===== src/rtl/raster_pkg.sv =====
// Shared types and layout constants for the raster_dispatch triangle scheduler.
package raster_pkg;

  typedef enum logic [2:0] {
    RESYNC,
    IDLE,
    START,
    WAIT_BUSY,
    WAIT_DONE,
    EOT
  } state_t;

  // Vertex word: {y, x}, each 28.4 fixed point.
  localparam int VTX_W     = 64;
  localparam int COORD_W   = 32;
  localparam int VTX_X_LSB = 0;
  localparam int VTX_Y_LSB = 32;

  // Span word: {y[15:0], x[15:0]}.
  localparam int SPAN_W       = 32;
  localparam int SPAN_COORD_W = 16;
  localparam int SPAN_X_LSB   = 0;
  localparam int SPAN_Y_LSB   = 16;

endpackage


===== src/rtl/span_fifo.sv =====
// Show-ahead FIFO: the head entry is presented combinationally while out_valid is high.
module span_fifo #(
  parameter int DEPTH = 64,
  parameter int WIDTH = 41,
  localparam int AW = $clog2(DEPTH),
  localparam int CW = AW + 1
) (
  input  logic             clk,
  input  logic             rst_n,
  input  logic             push,
  input  logic [WIDTH-1:0] push_data,
  input  logic             pop,
  output logic             out_valid,
  output logic [WIDTH-1:0] out_data,
  output logic [CW-1:0]    free
);

  logic [WIDTH-1:0] mem [DEPTH];
  logic [AW-1:0]    wr_ptr;
  logic [AW-1:0]    rd_ptr;
  logic [CW-1:0]    count;
  logic             do_pop;
  logic             do_push;

  // A push into a full FIFO is only taken when a pop frees a slot the same cycle.
  assign do_pop  = pop && (count != '0);
  assign do_push = push && ((count != CW'(DEPTH)) || do_pop);

  always_ff @(posedge clk or negedge rst_n) begin
    if (!rst_n) begin
      wr_ptr <= '0;
      rd_ptr <= '0;
      count  <= '0;
    end else begin
      if (do_push) wr_ptr <= wr_ptr + 1'b1;
      if (do_pop)  rd_ptr <= rd_ptr + 1'b1;
      case ({do_push, do_pop})
        2'b10:   count <= count + 1'b1;
        2'b01:   count <= count - 1'b1;
        default: count <= count;
      endcase
    end
  end

  always_ff @(posedge clk) begin
    if (do_push) mem[wr_ptr] <= push_data;
  end

  assign out_valid = (count != '0);
  assign out_data  = out_valid ? mem[rd_ptr] : '0;
  assign free      = CW'(DEPTH) - count;

endmodule


===== src/rtl/raster_dispatch.sv =====
// Triangle scheduler: launches lr_gen one triangle at a time and queues its spans plus a tagged marker.
module raster_dispatch
  import raster_pkg::*;
#(
  parameter int DEPTH      = 64,
  parameter int TAG_W      = 8,
  parameter int LAUNCH_MIN = 32,
  parameter int START_CYC  = 2,
  parameter int BUSY_TO    = 16,
  parameter int CNT_W      = 16
) (
  input  logic              clk,
  input  logic              rst_n,
  input  logic              tri_valid,
  output logic              tri_ready,
  input  logic [VTX_W-1:0]  tri_v1,
  input  logic [VTX_W-1:0]  tri_v2,
  input  logic [VTX_W-1:0]  tri_v3,
  input  logic [TAG_W-1:0]  tri_tag,
  output logic              rast_start,
  output logic [VTX_W-1:0]  rast_v1,
  output logic [VTX_W-1:0]  rast_v2,
  output logic [VTX_W-1:0]  rast_v3,
  input  logic              rast_done,
  input  logic              rast_fifo_write,
  input  logic [SPAN_W-1:0] rast_p,
  output logic              out_valid,
  input  logic              out_ready,
  output logic [SPAN_W-1:0] out_data,
  output logic [TAG_W-1:0]  out_tag,
  output logic              out_eot,
  output logic              busy,
  output logic              err_timeout,
  output logic              err_ovf,
  input  logic              err_clr
);

  localparam int FW      = $clog2(DEPTH) + 1;
  localparam int WIDTH   = 33 + TAG_W;
  localparam int CYC_MAX = (START_CYC > BUSY_TO) ? START_CYC : BUSY_TO;
  localparam int CYC_W   = $clog2(CYC_MAX + 1);

  state_t            state;
  state_t            state_nx;
  logic [CYC_W-1:0]  cyc;
  logic              cyc_clr;
  logic [TAG_W-1:0]  tag;
  logic [CNT_W-1:0]  span_cnt;
  logic [FW-1:0]     free;
  logic              pop;
  logic              full;
  logic              fifo_room;
  logic              push;
  logic [WIDTH-1:0]  push_data;
  logic [WIDTH-1:0]  head;
  logic              accept;
  logic              span_in;
  logic              timeout;

  assign pop       = out_valid && out_ready;
  assign full      = (free == '0);
  assign fifo_room = !full || pop;
  assign tri_ready = (state == IDLE) && (free >= FW'(LAUNCH_MIN));
  assign accept    = tri_valid && tri_ready;
  assign span_in   = (state == WAIT_DONE) && rast_fifo_write;
  assign timeout   = (state == WAIT_BUSY) && rast_done && (cyc == CYC_W'(BUSY_TO - 1));
  assign busy      = (state != IDLE);

  always_comb begin
    state_nx   = state;
    push       = 1'b0;
    push_data  = {tag, 1'b0, rast_p};
    rast_start = 1'b0;
    cyc_clr    = 1'b1;
    case (state)
      RESYNC:    if (rast_done) state_nx = IDLE;
      IDLE:      if (accept) state_nx = START;
      START: begin
        rast_start = 1'b1;
        if (cyc == CYC_W'(START_CYC - 1)) state_nx = WAIT_BUSY;
        else cyc_clr = 1'b0;
      end
      WAIT_BUSY: begin
        if (!rast_done)   state_nx = WAIT_DONE;
        else if (timeout) state_nx = EOT;
        else              cyc_clr  = 1'b0;
      end
      WAIT_DONE: begin
        // A span arriving with rast_done still gets pushed on the way out.
        push = rast_fifo_write;
        if (rast_done) state_nx = EOT;
      end
      EOT: begin
        push      = 1'b1;
        push_data = {tag, 1'b1, 32'(span_cnt)};
        if (fifo_room) state_nx = IDLE;
      end
      default:   state_nx = RESYNC;
    endcase
  end

  always_ff @(posedge clk or negedge rst_n) begin
    if (!rst_n) begin
      state       <= RESYNC;
      cyc         <= '0;
      tag         <= '0;
      span_cnt    <= '0;
      rast_v1     <= '0;
      rast_v2     <= '0;
      rast_v3     <= '0;
      err_timeout <= 1'b0;
      err_ovf     <= 1'b0;
    end else begin
      state <= state_nx;
      cyc   <= cyc_clr ? '0 : cyc + 1'b1;
      if (accept) begin
        tag      <= tri_tag;
        span_cnt <= '0;
        rast_v1  <= tri_v1;
        rast_v2  <= tri_v2;
        rast_v3  <= tri_v3;
      end else if (span_in && (span_cnt != '1)) begin
        span_cnt <= span_cnt + 1'b1;
      end
      if (timeout)      err_timeout <= 1'b1;
      else if (err_clr) err_timeout <= 1'b0;
      if (span_in && full && !pop) err_ovf <= 1'b1;
      else if (err_clr)            err_ovf <= 1'b0;
    end
  end

  span_fifo #(
    .DEPTH (DEPTH),
    .WIDTH (WIDTH)
  ) u_fifo (
    .clk       (clk),
    .rst_n     (rst_n),
    .push      (push),
    .push_data (push_data),
    .pop       (out_ready),
    .out_valid (out_valid),
    .out_data  (head),
    .free      (free)
  );

  assign {out_tag, out_eot, out_data} = head;

endmodule


===== config.mk =====
export PLATFORM = sky130hd
export DESIGN_NAME = raster_dispatch
export DESIGN_NICKNAME = d
export VERILOG_FILES = /design/src/rtl/raster_pkg.sv /design/src/rtl/span_fifo.sv /design/src/rtl/raster_dispatch.sv
export SDC_FILE = /design/constraint.sdc
export NUM_CORES = 2
export LEC_CHECK = 0
export CORE_MARGIN = 3
export CORE_UTILIZATION = 50
export CTS_BUF_LIST = sky130_fd_sc_hd__clkbuf_8
export CTS_CLUSTER_DIAMETER = 100
export DETAILED_ROUTE_END_ITERATION = 6
export PLACE_DENSITY = 0.72
export SYNTH_ARGS = -nofsm -noshare
export SYNTH_HDL_FRONTEND = slang
export SYNTH_SLANG_ARGS = --single-unit

===== constraint.sdc =====
create_clock -name clk -period 5.1 [get_ports clk]
set_input_delay 0.51 -clock clk [delete_from_list [all_inputs] [get_ports clk]]
set_output_delay 0.51 -clock clk [all_outputs]
set_load 0.02 [all_outputs]

==> flow_summary.ini <==
[global_routing]
grt_pass1_vias = 60400
grt_usage = 0.277
antenna_found_initial = 19
grt_first_pass_wirelength_um = 447000
grt_max_degree = 106
grt_overflow = 0

[yosys]
syn_area_per_cell_um2 = 22.3
synthesis.nets = 5202
ys_warn_count = 0
post-synth-top-area-cell = edfxtp_1
synth-async-reset-ratio = 0.0854
synth_area_mm2 = 0.111
yosysUniqueCellTypes = 65
syn_inst = 4954
synthTopCellsByArea = edfxtp_1 (71%), mux4_2 (14%), dfrtp_1 (5.5%)
synth_top_area_frac = 0.713
synth_seq_area_share = 0.768
synth_edf_count = 2624
synthFlopType = edfxtp_1
synth_seq_cells = 2869

[placement]
portBuffers = 477
dp_hpwl_um = 184000
dpl.cell_count = 8379
dp_slack_ns = 0.704
gp_congestion = 0.876

[route]
vias_per_cell = 6.26
avgRoutedWirePerCell_um = 33.7
ant_nets = 0
num_vias = 58700
postRouteWirelength_um = 316000
drt_iter0_drc = 8085
drc_errors = 0
first_pass_iters = 6

[setup_path]
worst_path_most_repeated_cell = buf_4
cp-end-kind = output pin
slowest_delay_ns = 0.63
cp.arrival_ns = 4.49
critical_path_peak_fanout = 11
crit_slowest_cell = clkdlybuf4s50_1
worstSetupPathType = reg -> out
r2r_setup_slack_ns = 0.93
critPathLaunchType = flop
cp_cell_sequence = nor4_2, and3_1, buf_4, nor2_2, buf_4, a22oi_1, o21ai_1, clkdlybuf4s50_1
cp.required_ns = 4.59

[die]
start_util = 0.503
pin_count = 478
rows = 172
core_area_mm2 = 0.220
die_w_um = 476
die_h_um = 476
die-area_mm2 = 0.227

[cts]
tritoncts = yes
cts_max_level = 5
clk_path_buf_depth = 4
clkLatencyLatePin_ns = 1.10
cts_buffers = 449
root_buffer = clkbuf_8
clock-sinks = 2869
clkTransAtPathRegs_ns = 0.06

[sta]
hold_violations = 0
finalSetupViolCount = 0
clock-skew-final_ns = 0.0695
whs_ns = 0.0769
slew_violations = 0
fin_crit_sh = 0.981
fin_ws_ns = 0.0983
max_freq_ghz = 0.200
relSlewSlack = 0.100
fin_crit_ns = 5.00
tightest_slew_ns = 1.35
rsz0062_at_grt = yes

[outcome]
status = finished, final reports clean

[finish]
syn_to_final_growth_pct = 18.6
fin_cells = 9375
drive_above_1_share = 0.296
nNetsFinal = 6311
fin_util = 0.597

[power]
p_per_area_mw_per_mm2 = 544
irDropWorstVdd_uv = 572
leakage_nw = 43.2

[hold_path]
hold_class = in -> async

[flow_run]
max_cap_violations = 0
flip-flops by register name, indices dropped and copies added (netlist names):
name / count
u_fifo.wr_ptr: 6
u_fifo.mem: 2624
err_timeout: 1
u_fifo.rd_ptr: 6
rast_v3: 64
tag: 8
u_fifo.count: 7
span_cnt: 16
state: 3
err_ovf: 1
cyc: 5
rast_v2: 64
rast_v1: 64
cells in the mapped netlist, types with 23 or more instances:
master	number
mux2i_1	135
dfrtp_1	245
nand3_1	44
buf_6	40
edfxtp_1	2624
buf_1	24
nor2_1	121
nand2_1	64
mux4_2	675
a22oi_1	117
buf_2	79
o22ai_1	23
clkbuf_1	76
a21oi_1	41
mux2_2	268
nor3_1	25
buf_4	51
routing by layer:
layer,vias to the layer above,part of all wire,track usage
li1,23100,-,-
met1,30900,0.36,0.361
met2,3999,0.48,0.444
met3,727,0.12,0.0752
met4,12,0.045,0.117
met5,-,0.00029,0
per-stage QoR:
stage	power (mW)	area, um^2	TNS [ns]
2_1_floorplan	44.1	111000	0
3_3_place_gp	53.1	121000	0
3_5_place_dp	53.4	121000	0
4_1_cts	71.4	131000	0
5_1_grt	73.9	131000	-0.157
6_report	71.3	131000	0
report_power, final:
group          internal [mW]  switching (mW)
Combinational           10.9            13.3
Sequential              28.1            1.16
Clock                   8.99            8.79
layout by cell type (no fill, tap or decap), drive strengths merged, types with 65 or more instances in the layout:
master	netlist	routed
edfxtp	2624	2624
mux4	675	675
clkdlybuf4s50	0	471
clkbuf	76	466
buf	194	276
mux2	268	268
dfrtp	245	245
dlygate4sd3	0	177
clkinv	0	177
inv	16	145
mux2i	135	135
nor2	123	123
a22oi	117	117
nand2	65	65
worst paths after layout:
| path | startpoint | cells after the start | end |
|---|---|---|---|
| worst max-delay path | u_fifo.count[1] | 8 | out_tag[3] |
| worst min-delay path | rst_n | 2 | rast_v2[50] |
| worst max register to register | u_fifo.count[1] | 13 | u_fifo.count[6] |
| worst min register to register | cyc[0] | 1 | cyc[0] |
| max in group asynchronous | rst_n | 3 | rast_v2[57] |
| min in group clk | tri_tag[1] | 2 | tag[1] |
critical path: cells and delay by family, from the launching register on:
family | cells | cell delay, ns
and+or+nand+nor | 3 | 0.89
AOI/OAI and AO/OA | 2 | 0.85
buffers and inverters | 3 | 1.19
DFF | 1 | 0.47
logic make-up after synthesis:
logic type,count (synthesis),share of synthesized area
flops,2869,0.768
simple gates,361,0.0160
mux,1078,0.177
xor+xnor,33,0.00261
compound gates,318,0.0203
fa+ha+maj,9,0.00102
buf+inv,286,0.0150
layout make-up:
class,instances,area [um^2]
diodes,11,27.5
clock buffers,466,6410
clock inverters,328,1680
fillers,15200,88600
inverters,16,60.1
multi-input cells,1799,24600
flip-flops and latches,2869,85000
well taps,2958,3700
repair buffers,928,9690
what timing repair did:
action                                  in CTS  in global routing
gates resized for setup                      6                 15
hold endpoints to repair                   279                  0
endpoints found under the setup margin      38                 17
setup buffers                               14                  0
hold buffers                               177                  0
Power figures use the tool's default switching activity.
